<file path="src/rtl/vga_timing_pkg.sv">
// vga_timing_pkg
//   Shared constants and types for the VGA timing source.
//   - 640x480@60 timing (totals, active area, porches, sync widths)
//   - DEFAULT_FRAMES_PER_TICK: game-tick pacing
//   - COUNT_W: width of the column/row counters
//   - vga_pos_t: column/row pair carried through the counter logic
//   - in_window(): half-open range decode used by the porch sync outputs
package vga_timing_pkg;

  localparam int TOTAL_COLS     = 800;
  localparam int TOTAL_ROWS     = 525;
  localparam int ACTIVE_COLS    = 640;
  localparam int ACTIVE_ROWS    = 480;
  localparam int H_FRONT_PORCH  = 16;
  localparam int H_SYNC_WIDTH   = 96;
  localparam int V_FRONT_PORCH  = 10;
  localparam int V_SYNC_WIDTH   = 2;

  localparam int DEFAULT_FRAMES_PER_TICK = 30;

  localparam int COUNT_W = 10;

  typedef logic [COUNT_W-1:0] count_t;

  typedef struct packed {
    count_t col;
    count_t row;
  } vga_pos_t;

  // True when lo <= v < hi.
  function automatic logic in_window(input count_t v, input count_t lo,
                                     input count_t hi);
    return (v >= lo) && (v < hi);
  endfunction

endpackage

</file>
<file path="src/rtl/frame_tick_div.sv">
// frame_tick_div
//   Divides frame starts down to a game tick every c_FRAMES_PER_TICK counted
//   frames. Frames are only counted while i_En is high; with i_En low the
//   count holds, so re-enabling resumes where it left off.
//
//   i_Frame_Start is expected one cycle ahead of the registered frame-start
//   strobe, so o_Tick (registered here) lines up with that strobe.
//
// Ports
//   i_Clk          pixel clock
//   i_Reset        synchronous active-high reset, clears the frame count
//   i_Frame_Start  next-cycle frame-start decode
//   i_En           count enable
//   o_Tick         one-cycle game tick
module frame_tick_div
  import vga_timing_pkg::*;
#(
  parameter int c_FRAMES_PER_TICK = DEFAULT_FRAMES_PER_TICK
) (
  input  logic i_Clk,
  input  logic i_Reset,
  input  logic i_Frame_Start,
  input  logic i_En,
  output logic o_Tick
);

  localparam int CNT_W = (c_FRAMES_PER_TICK > 1) ? $clog2(c_FRAMES_PER_TICK) : 1;
  localparam logic [CNT_W-1:0] LAST = CNT_W'(c_FRAMES_PER_TICK - 1);

  if (c_FRAMES_PER_TICK < 1) begin : g_bad_div
    $error("frame_tick_div: c_FRAMES_PER_TICK must be at least 1");
  end

  logic [CNT_W-1:0] cnt_q;
  logic             hit;
  logic             at_last;

  assign hit     = i_Frame_Start && i_En;
  assign at_last = (cnt_q == LAST);

  always_ff @(posedge i_Clk) begin
    if (i_Reset) begin
      cnt_q  <= '0;
      o_Tick <= 1'b0;
    end else begin
      o_Tick <= hit && at_last;
      if (hit) begin
        cnt_q <= at_last ? '0 : cnt_q + CNT_W'(1);
      end
    end
  end

endmodule

</file>
<file path="src/rtl/vga_timing_gen.sv">
// vga_timing_gen
//   VGA timing source: column/row counters, raw and porch-corrected sync,
//   frame-start strobe and game-tick strobe.
//
//   Every output is registered and decoded from the next-state counter
//   values, so on any cycle each sync/strobe output describes exactly the
//   o_Col_Count/o_Row_Count shown in that cycle.
//
// Ports
//   i_Clk          25 MHz pixel clock
//   i_Reset        synchronous active-high reset
//   i_Tick_En      enables game-tick frame counting
//   o_HSync        1 while col < c_ACTIVE_COLS
//   o_VSync        1 while row < c_ACTIVE_ROWS
//   o_HSync_Porch  connector HSync, active-low pulse
//   o_VSync_Porch  connector VSync, active-low pulse
//   o_Col_Count    current column
//   o_Row_Count    current row
//   o_Active       o_HSync & o_VSync
//   o_Frame_Start  one cycle on wrap to (0,0)
//   o_Game_Tick    one cycle every c_FRAMES_PER_TICK counted frame starts
module vga_timing_gen
  import vga_timing_pkg::*;
#(
  parameter int c_TOTAL_COLS      = TOTAL_COLS,
  parameter int c_TOTAL_ROWS      = TOTAL_ROWS,
  parameter int c_ACTIVE_COLS     = ACTIVE_COLS,
  parameter int c_ACTIVE_ROWS     = ACTIVE_ROWS,
  parameter int c_H_FRONT_PORCH   = H_FRONT_PORCH,
  parameter int c_H_SYNC_WIDTH    = H_SYNC_WIDTH,
  parameter int c_V_FRONT_PORCH   = V_FRONT_PORCH,
  parameter int c_V_SYNC_WIDTH    = V_SYNC_WIDTH,
  parameter int c_FRAMES_PER_TICK = DEFAULT_FRAMES_PER_TICK
) (
  input  logic               i_Clk,
  input  logic               i_Reset,
  input  logic               i_Tick_En,
  output logic               o_HSync,
  output logic               o_VSync,
  output logic               o_HSync_Porch,
  output logic               o_VSync_Porch,
  output logic [COUNT_W-1:0] o_Col_Count,
  output logic [COUNT_W-1:0] o_Row_Count,
  output logic               o_Active,
  output logic               o_Frame_Start,
  output logic               o_Game_Tick
);

  // Sync pulses must sit entirely inside the blanking interval.
  if (c_ACTIVE_COLS + c_H_FRONT_PORCH + c_H_SYNC_WIDTH > c_TOTAL_COLS) begin : g_bad_h
    $error("vga_timing_gen: horizontal porch + sync exceeds blanking");
  end
  if (c_ACTIVE_ROWS + c_V_FRONT_PORCH + c_V_SYNC_WIDTH > c_TOTAL_ROWS) begin : g_bad_v
    $error("vga_timing_gen: vertical porch + sync exceeds blanking");
  end

  localparam count_t COL_LAST = COUNT_W'(c_TOTAL_COLS - 1);
  localparam count_t ROW_LAST = COUNT_W'(c_TOTAL_ROWS - 1);
  localparam count_t H_ACT    = COUNT_W'(c_ACTIVE_COLS);
  localparam count_t V_ACT    = COUNT_W'(c_ACTIVE_ROWS);
  localparam count_t H_PS     = COUNT_W'(c_ACTIVE_COLS + c_H_FRONT_PORCH);
  localparam count_t H_PE     = COUNT_W'(c_ACTIVE_COLS + c_H_FRONT_PORCH + c_H_SYNC_WIDTH);
  localparam count_t V_PS     = COUNT_W'(c_ACTIVE_ROWS + c_V_FRONT_PORCH);
  localparam count_t V_PE     = COUNT_W'(c_ACTIVE_ROWS + c_V_FRONT_PORCH + c_V_SYNC_WIDTH);

  vga_pos_t pos_q;
  vga_pos_t pos_d;
  logic     col_wrap;
  logic     row_wrap;
  logic     frame_wrap;

  always_comb begin
    pos_d      = pos_q;
    col_wrap   = (pos_q.col == COL_LAST);
    row_wrap   = (pos_q.row == ROW_LAST);
    frame_wrap = col_wrap && row_wrap;
    if (col_wrap) begin
      pos_d.col = '0;
      pos_d.row = row_wrap ? '0 : pos_q.row + COUNT_W'(1);
    end else begin
      pos_d.col = pos_q.col + COUNT_W'(1);
    end
  end

  // Decodes use pos_d so the registered outputs align with the counts.
  always_ff @(posedge i_Clk) begin
    if (i_Reset) begin
      pos_q         <= '0;
      o_HSync       <= 1'b1;
      o_VSync       <= 1'b1;
      o_Active      <= 1'b1;
      o_HSync_Porch <= 1'b1;
      o_VSync_Porch <= 1'b1;
      o_Frame_Start <= 1'b0;
    end else begin
      pos_q         <= pos_d;
      o_HSync       <= (pos_d.col < H_ACT);
      o_VSync       <= (pos_d.row < V_ACT);
      o_Active      <= (pos_d.col < H_ACT) && (pos_d.row < V_ACT);
      o_HSync_Porch <= !in_window(pos_d.col, H_PS, H_PE);
      o_VSync_Porch <= !in_window(pos_d.row, V_PS, V_PE);
      // Only a real wrap counts; the (0,0) seen after reset does not.
      o_Frame_Start <= frame_wrap;
    end
  end

  assign o_Col_Count = pos_q.col;
  assign o_Row_Count = pos_q.row;

  // Fed the pre-register wrap so the tick lands with o_Frame_Start.
  frame_tick_div #(
    .c_FRAMES_PER_TICK(c_FRAMES_PER_TICK)
  ) u_tick_div (
    .i_Clk        (i_Clk),
    .i_Reset      (i_Reset),
    .i_Frame_Start(frame_wrap),
    .i_En         (i_Tick_En),
    .o_Tick       (o_Game_Tick)
  );

endmodule

</file>
<file path="config.mk">
export PLATFORM = sky130hd
export DESIGN_NAME = vga_timing_gen
export DESIGN_NICKNAME = d
export VERILOG_FILES = /design/src/rtl/vga_timing_pkg.sv /design/src/rtl/frame_tick_div.sv /design/src/rtl/vga_timing_gen.sv
export SDC_FILE = /design/constraint.sdc
export NUM_CORES = 1
export LEC_CHECK = 0
export ABC_CLOCK_PERIOD_IN_PS = 2050
export CELL_PAD_IN_SITES_DETAIL_PLACEMENT = 1
export CELL_PAD_IN_SITES_GLOBAL_PLACEMENT = 2
export CORE_MARGIN = 2
export CORE_UTILIZATION = 29
export CTS_BUF_LIST = sky130_fd_sc_hd__clkbuf_4 sky130_fd_sc_hd__clkbuf_8 sky130_fd_sc_hd__clkbuf_16
export DETAILED_ROUTE_END_ITERATION = 8
export PLACE_DENSITY_LB_ADDON = 0.1
export RECOVER_POWER = 100
export SETUP_SLACK_MARGIN = 0.05
export SLEW_MARGIN = 25
export SYNTH_ARGS = -nofsm -noshare
export SYNTH_HDL_FRONTEND = slang
export SYNTH_SLANG_ARGS = --single-unit
</file>
<file path="constraint.sdc">
create_clock -name i_Clk -period 2.05 [get_ports i_Clk]
set_input_delay 0.205 -clock i_Clk [delete_from_list [all_inputs] [get_ports i_Clk]]
set_output_delay 0.205 -clock i_Clk [all_outputs]
set_load 0.01 [all_outputs]
</file>
Word level (Yosys, flattened, before mapping)
Cells that the tools add are included.
{"block": "word_totals", "mem_bits_rw": 0, "latch_bits": 0, "reg_bits": 32, "inputBits": 3, "n_memories": 0, "elab_cells": 34, "rom_bits": 0}
{"block": "op_classes", "n_eq_ne": 3, "shift": 0, "muxes": 4, "n_lt_le_gt_ge": 6, "bitwise": 0, "n_mul": 0, "div": 0, "add_sub_neg": 3, "reduce_logical": 8}
{"cell": "two-way mux 10 bit", "count": 3}
{"cell": "adder 10 x 1 -> 10 bit (second input constant)", "count": 2}
{"cell": "equality test 10 bit (second input constant)", "count": 2}
{"cell": "< comparator 10 bit (second input constant)", "count": 2}
{"cell": "< comparator 10 x 9 -> 1 bit (second input constant)", "count": 2}
{"cell": "greater-or-equal comparator 10 bit (second input constant)", "count": 1}
{"cell": "greater-or-equal comparator 10 x 9 -> 1 bit (second input constant)", "count": 1}
{"cell": "logical AND 1 bit", "count": 6}
{"cell": "adder 5 x 1 -> 5 bit (second input constant)", "count": 1}
{"cell": "equality test 5 bit (second input constant)", "count": 1}
{"cell": "two-way mux 5 bit", "count": 1}
{"cell": "logical NOT 1 bit", "count": 2}

Depth between registers and ports, before layout
{"block": "depth", "word_depth": 6, "depth_mapped": 9, "ltp_nobuf": 7}

Modules after synthesis
From an unflattened synthesis, not the netlist that was laid out.
{"block": "hier_totals", "cells_unflattened": 188, "hier_area_um2": 1684.1}
{"module": "vga_timing_gen", "instances": 1, "area_each_um2": 1425.1, "cells_per_inst": 160}
{"module": "frame_tick_div", "instances": 1, "area_each_um2": 259.0, "cells_per_inst": 28}

Worst setup path after synthesis
Ideal clock, no wire load.
{"block": "synth_path", "path_type": "reg2reg", "from": "register pos_q, in the netlist o_Col_Count[0]", "to": "register o_VSync_Porch", "required_time_ps": 1913, "path_buffers": 1, "stages_incl_launch_ff": 8, "arrival_ps": 1995, "setup_slack_ps": -82, "cell_sequence": "dfxtp_1 > ha_1 > buf_2 > and4_1 > nand3_2 > or4_4 > a22oi_2 > nand4_1"}
{"block": "synth_between", "elab_chain_cells": 5}
{"element": "start: declaration", "line": "vga_timing_gen.sv:66", "rtl": "vga_pos_t pos_q;"}
{"element": "start signal: assignment", "line": "vga_timing_gen.sv:96", "rtl": "pos_q <= pos_d;"}
{"element": "equality test 10 bit (*)", "line": "vga_timing_gen.sv:74", "rtl": "col_wrap = (pos_q.col == COL_LAST);"}
{"element": "two-way mux 10 bit (*)", "line": "vga_timing_gen.sv:77", "rtl": "if (col_wrap) begin"}
{"element": "greater-or-equal comparator 10 x 9 -> 1 bit / < comparator 10 x 9 -> 1 bit (equally long branches)", "line": "vga_timing_pkg.sv:33", "rtl": "return (v >= lo) && (v < hi);"}
{"element": "logical AND 1 bit (*)", "line": "vga_timing_pkg.sv:33"}
{"element": "logical NOT 1 bit (*)", "line": "vga_timing_gen.sv:101", "rtl": "o_VSync_Porch <= !in_window(pos_d.row, V_PS, V_PE);"}
{"element": "end signal: assignment", "line": "vga_timing_gen.sv:101"}
{"element": "end: declaration", "line": "vga_timing_gen.sv:41", "rtl": "output logic o_VSync_Porch,"}
Every way passes the cells marked *; elsewhere a longest branch is shown, timed or not.
A chain may end at the register's enable or synchronous reset.

Worst setup path in the final report
{"block": "layout_path", "from": "register pos_q, in the netlist o_Col_Count[0]", "to": "register o_HSync_Porch"}
{"block": "layout_between", "elab_chain_cells": 5}
{"element": "adder 10 x 1 -> 10 bit / equality test 10 bit (equally long branches)", "line": "vga_timing_gen.sv:81, vga_timing_gen.sv:74"}
{"element": "two-way mux 10 bit (*)", "line": "vga_timing_gen.sv:77"}
{"element": "greater-or-equal comparator 10 bit / < comparator 10 bit (equally long branches)", "line": "vga_timing_pkg.sv:33"}
{"element": "logical AND 1 bit (*)", "line": "vga_timing_pkg.sv:33"}
{"element": "logical NOT 1 bit (*)", "line": "vga_timing_gen.sv:100", "rtl": "o_HSync_Porch <= !in_window(pos_d.col, H_PS, H_PE);"}
{"element": "end signal: assignment", "line": "vga_timing_gen.sv:100"}
{"element": "end: declaration", "line": "vga_timing_gen.sv:40", "rtl": "output logic o_HSync_Porch,"}
Marked as above.

==> flow_summary.json <==
{
  "die_x_microns": 84.4,
  "ys.flop_type": "dfxtp_1",
  "synth.largest_area_cell": "dfxtp_1",
  "critPathBufInv": 1,
  "syn_area_sq_mm": 0.00188,
  "cts_max_level": 2,
  "drc": 0,
  "post-place-ws_ns": 0.0283,
  "ys_seq_area_share_pct": 34.1,
  "tns_ns": 0,
  "cts-root-buf": "clkbuf_8",
  "drtIter0Drc": 51,
  "yosys-top-cells-area": "dfxtp_1 (34%), a21oi_1 (4.0%), bufbuf_16 (3.5%), ha_1 (3.3%), nor3_1 (3.2%)",
  "num_rows": 29,
  "power.density_mw_per_mm2": 507,
  "path_cells": "ha_1 > and4_4 > and3_2 > clkbuf_1 > a211oi_4 > o211ai_1 > a211o_1",
  "worstHoldPathType": "reg2reg",
  "cp-start-kind": "flop",
  "cp.required_ns": 2.22,
  "critPathSlowestCell": "dfxtp_2",
  "die_y_microns": 84.4,
  "status": "finished clean",
  "syn-num-nets": 211,
  "synth-seq-cells": 32,
  "dp_hpwl_microns": 4380,
  "grt_max_degree": 18,
  "fin_crit_sh_pct": 95.7,
  "synth_top_area_share_pct": 34.1,
  "n_antenna_cell": 0,
  "skew_ns": 0.00359,
  "vias": 1809,
  "fmax_mhz": 510,
  "slew_headroom_pct": 70.3,
  "rsz0062_at_grt": "yes",
  "cp-end-kind": "flop",
  "dpl.cell_count": 323,
  "power_uw": 1290,
  "max-clock-path-buffers": 2,
  "fillers": 755,
  "dieArea_sq_mm": 0.00713,
  "max_stage_delay_ns": 0.33,
  "synth.avg_cell_area_sq_um": 9.25,
  "clk_latency_ns": 0.28,
  "fin_crit_ns": 1.96,
  "clkTransAtPathRegs_ns": 0.07,
  "cts_tree": "done",
  "setup_ws_ns": 0.0873,
  "synthArstFlopShare_pct": 0,
  "yosys_warnings": 0,
  "cp.arrival_ns": 2.14,
  "crit_family": "compound AO/OA/AOI/OAI gates",
  "area_growth_pct": 35.3,
  "drt-wirelength-per-cell_microns": 17.1,
  "fin_nets": 267,
  "report.final.slew_viol_count": 0,
  "drive_gt1_share_pct": 27.7,
  "ir_worst_vdd_uv": 246,
  "ios": 30,
  "syn_inst": 203,
  "worst-path-max-fanout": 5,
  "grt-ovfl-total": 0,
  "drtAntennaViolNets": 0,
  "io_buffer_count": 29,
  "synth_edf_count": 0,
  "core_sq_mm": 0.00631,
  "numCtsBuffers": 5,
  "maxCapViolCount": 0,
  "synth_cell_types": 55,
  "tightest_slew_ns": 0.441,
  "antenna_found_initial": 0,
  "start_util_pct": 29.7,
  "hold_viol_final": 0,
  "grt_first_pass_wirelength_microns": 9540,
  "p_leak_uw": 0.000924,
  "clock-sinks": 32,
  "grt_pass1_vias": 1909,
  "setup_viol": 0,
  "crit_type": "reg2reg",
  "grt_use_total_pct": 16.8,
  "gp_congestion": 0.778,
  "via_per_inst": 5.37,
  "final_cells": 337,
  "drt_wl_total_microns": 5750,
  "drt_first_pass_iters": 4
}
## metal layers
layer | global-route usage [%] | vias to the layer above | wire length (microns)
met5 | 0 | - | 0
met4 | 5.77 | 0 | 123
met2 | 31.4 | 32 | 3050
li1 | - | 868 | -
met3 | 3.54 | 12 | 161
met1 | 18.7 | 897 | 2420
## worst reg2reg max path, cell delays in order, from the launching register on
cell and delay, ns:
dfxtp_2 0.33, ha_1 0.21, and4_4 0.21, and3_2 0.25, clkbuf_1 0.20, a211oi_4 0.23
o211ai_1 0.12, a211o_1 0.29
## cell usage after synthesis (4+ instances only)
library cell / instances
buf_2: 5
nand3_1: 9
nor3_1: 12
nor2_1: 10
nand2_1: 15
dfxtp_1: 32
or3_1: 4
ha_1: 5
xor2_1: 6
o31ai_1: 4
nand4_1: 7
a21oi_1: 15
o21ai_0: 7
inv_1: 5
## what timing repair did
| action | in CTS | in global routing |
|---|---|---|
| hold buffers | 0 | 0 |
| setup endpoints to repair | 6 | 9 |
| resized for setup | 0 | 26 |
| pin swaps | 2 | 6 |
| setup buffers | 4 | 2 |
## through the flow
stage / hold WS, ns / util (%) / area [sq um]
6_report: 0.494 / 40.2 / 2540
5_1_grt: 0.533 / 40.2 / 2540
4_1_cts: 0.500 / 39.3 / 2480
3_5_place_dp: 0.481 / 37.1 / 2340
3_3_place_gp: 0.471 / 37.1 / 2340
2_1_floorplan: 0.355 / - / 1880
## report_power, final
part | total, uW | internal (uW) | leakage [uW] | switching (uW)
clock network | 608 | 359 | 0.0000541 | 248
registers | 629 | 625 | 0.000263 | 3.93
logic | 52.0 | 23.4 | 0.000607 | 28.6
## final cells by class
class | count | area [sq um] | share of cell area [%]
sequential | 32 | 657 | 25.9
clock buffer | 5 | 68.8 | 2.71
clock inverter | 3 | 42.5 | 1.67
inverter | 5 | 18.8 | 0.739
timing repair buffer | 65 | 548 | 21.6
multi-input combinational | 150 | 1110 | 43.6
tap | 77 | 96.3 | 3.79
## kinds of logic (layout without fill, tap and decap cells)
group | Yosys count | after routing | share of synthesized area (%)
AO/OA/AOI/OAI | 46 | 46 | 17.2
XOR/XNOR | 9 | 9 | 4.20
adder cells (fa/ha/maj) | 5 | 5 | 3.33
buffers and inverters | 21 | 78 | 9.20
flip-flops | 32 | 32 | 34.1
AND/OR/NAND/NOR | 90 | 90 | 31.9
## sequential cells by signal, indices dropped and copies added (netlist names)
signal and flops:
o_Col_Count 10, o_Row_Count 10, u_tick_div.cnt_q 5, o_Active 1, o_Frame_Start 1, o_HSync 1
o_HSync_Porch 1, o_VSync 1, o_VSync_Porch 1, u_tick_div.o_Tick 1
## path summary, 6_finish.rpt
| kind | startpoint | end | slack, ns | cells after the start |
|---|---|---|---|---|
| worst min register to register | u_tick_div.cnt_q[4] | u_tick_div.cnt_q[4] | 0.49 | 2 |
| worst min-delay path | u_tick_div.cnt_q[4] | u_tick_div.cnt_q[4] | 0.49 | 2 |
| worst max register to register | o_Col_Count[0] | o_HSync_Porch | 0.09 | 7 |
| worst max-delay path | o_Col_Count[0] | o_HSync_Porch | 0.09 | 7 |
## cell usage in the layout (no fill, tap or decap), types with 5 or more instances in the layout
cell	n
inv_1	5
dfxtp_2	7
buf_4	26
dlygate4sd3_1	25
o21ai_0	6
dfxtp_1	23
clkbuf_1	5
xor2_1	6
nor3_1	11
nand4_1	7
clkbuf_8	5
a21oi_1	13
nand3_1	9
nor2_1	10
nand2_1	15
Note: power is estimated with default switching activity, not from simulation.
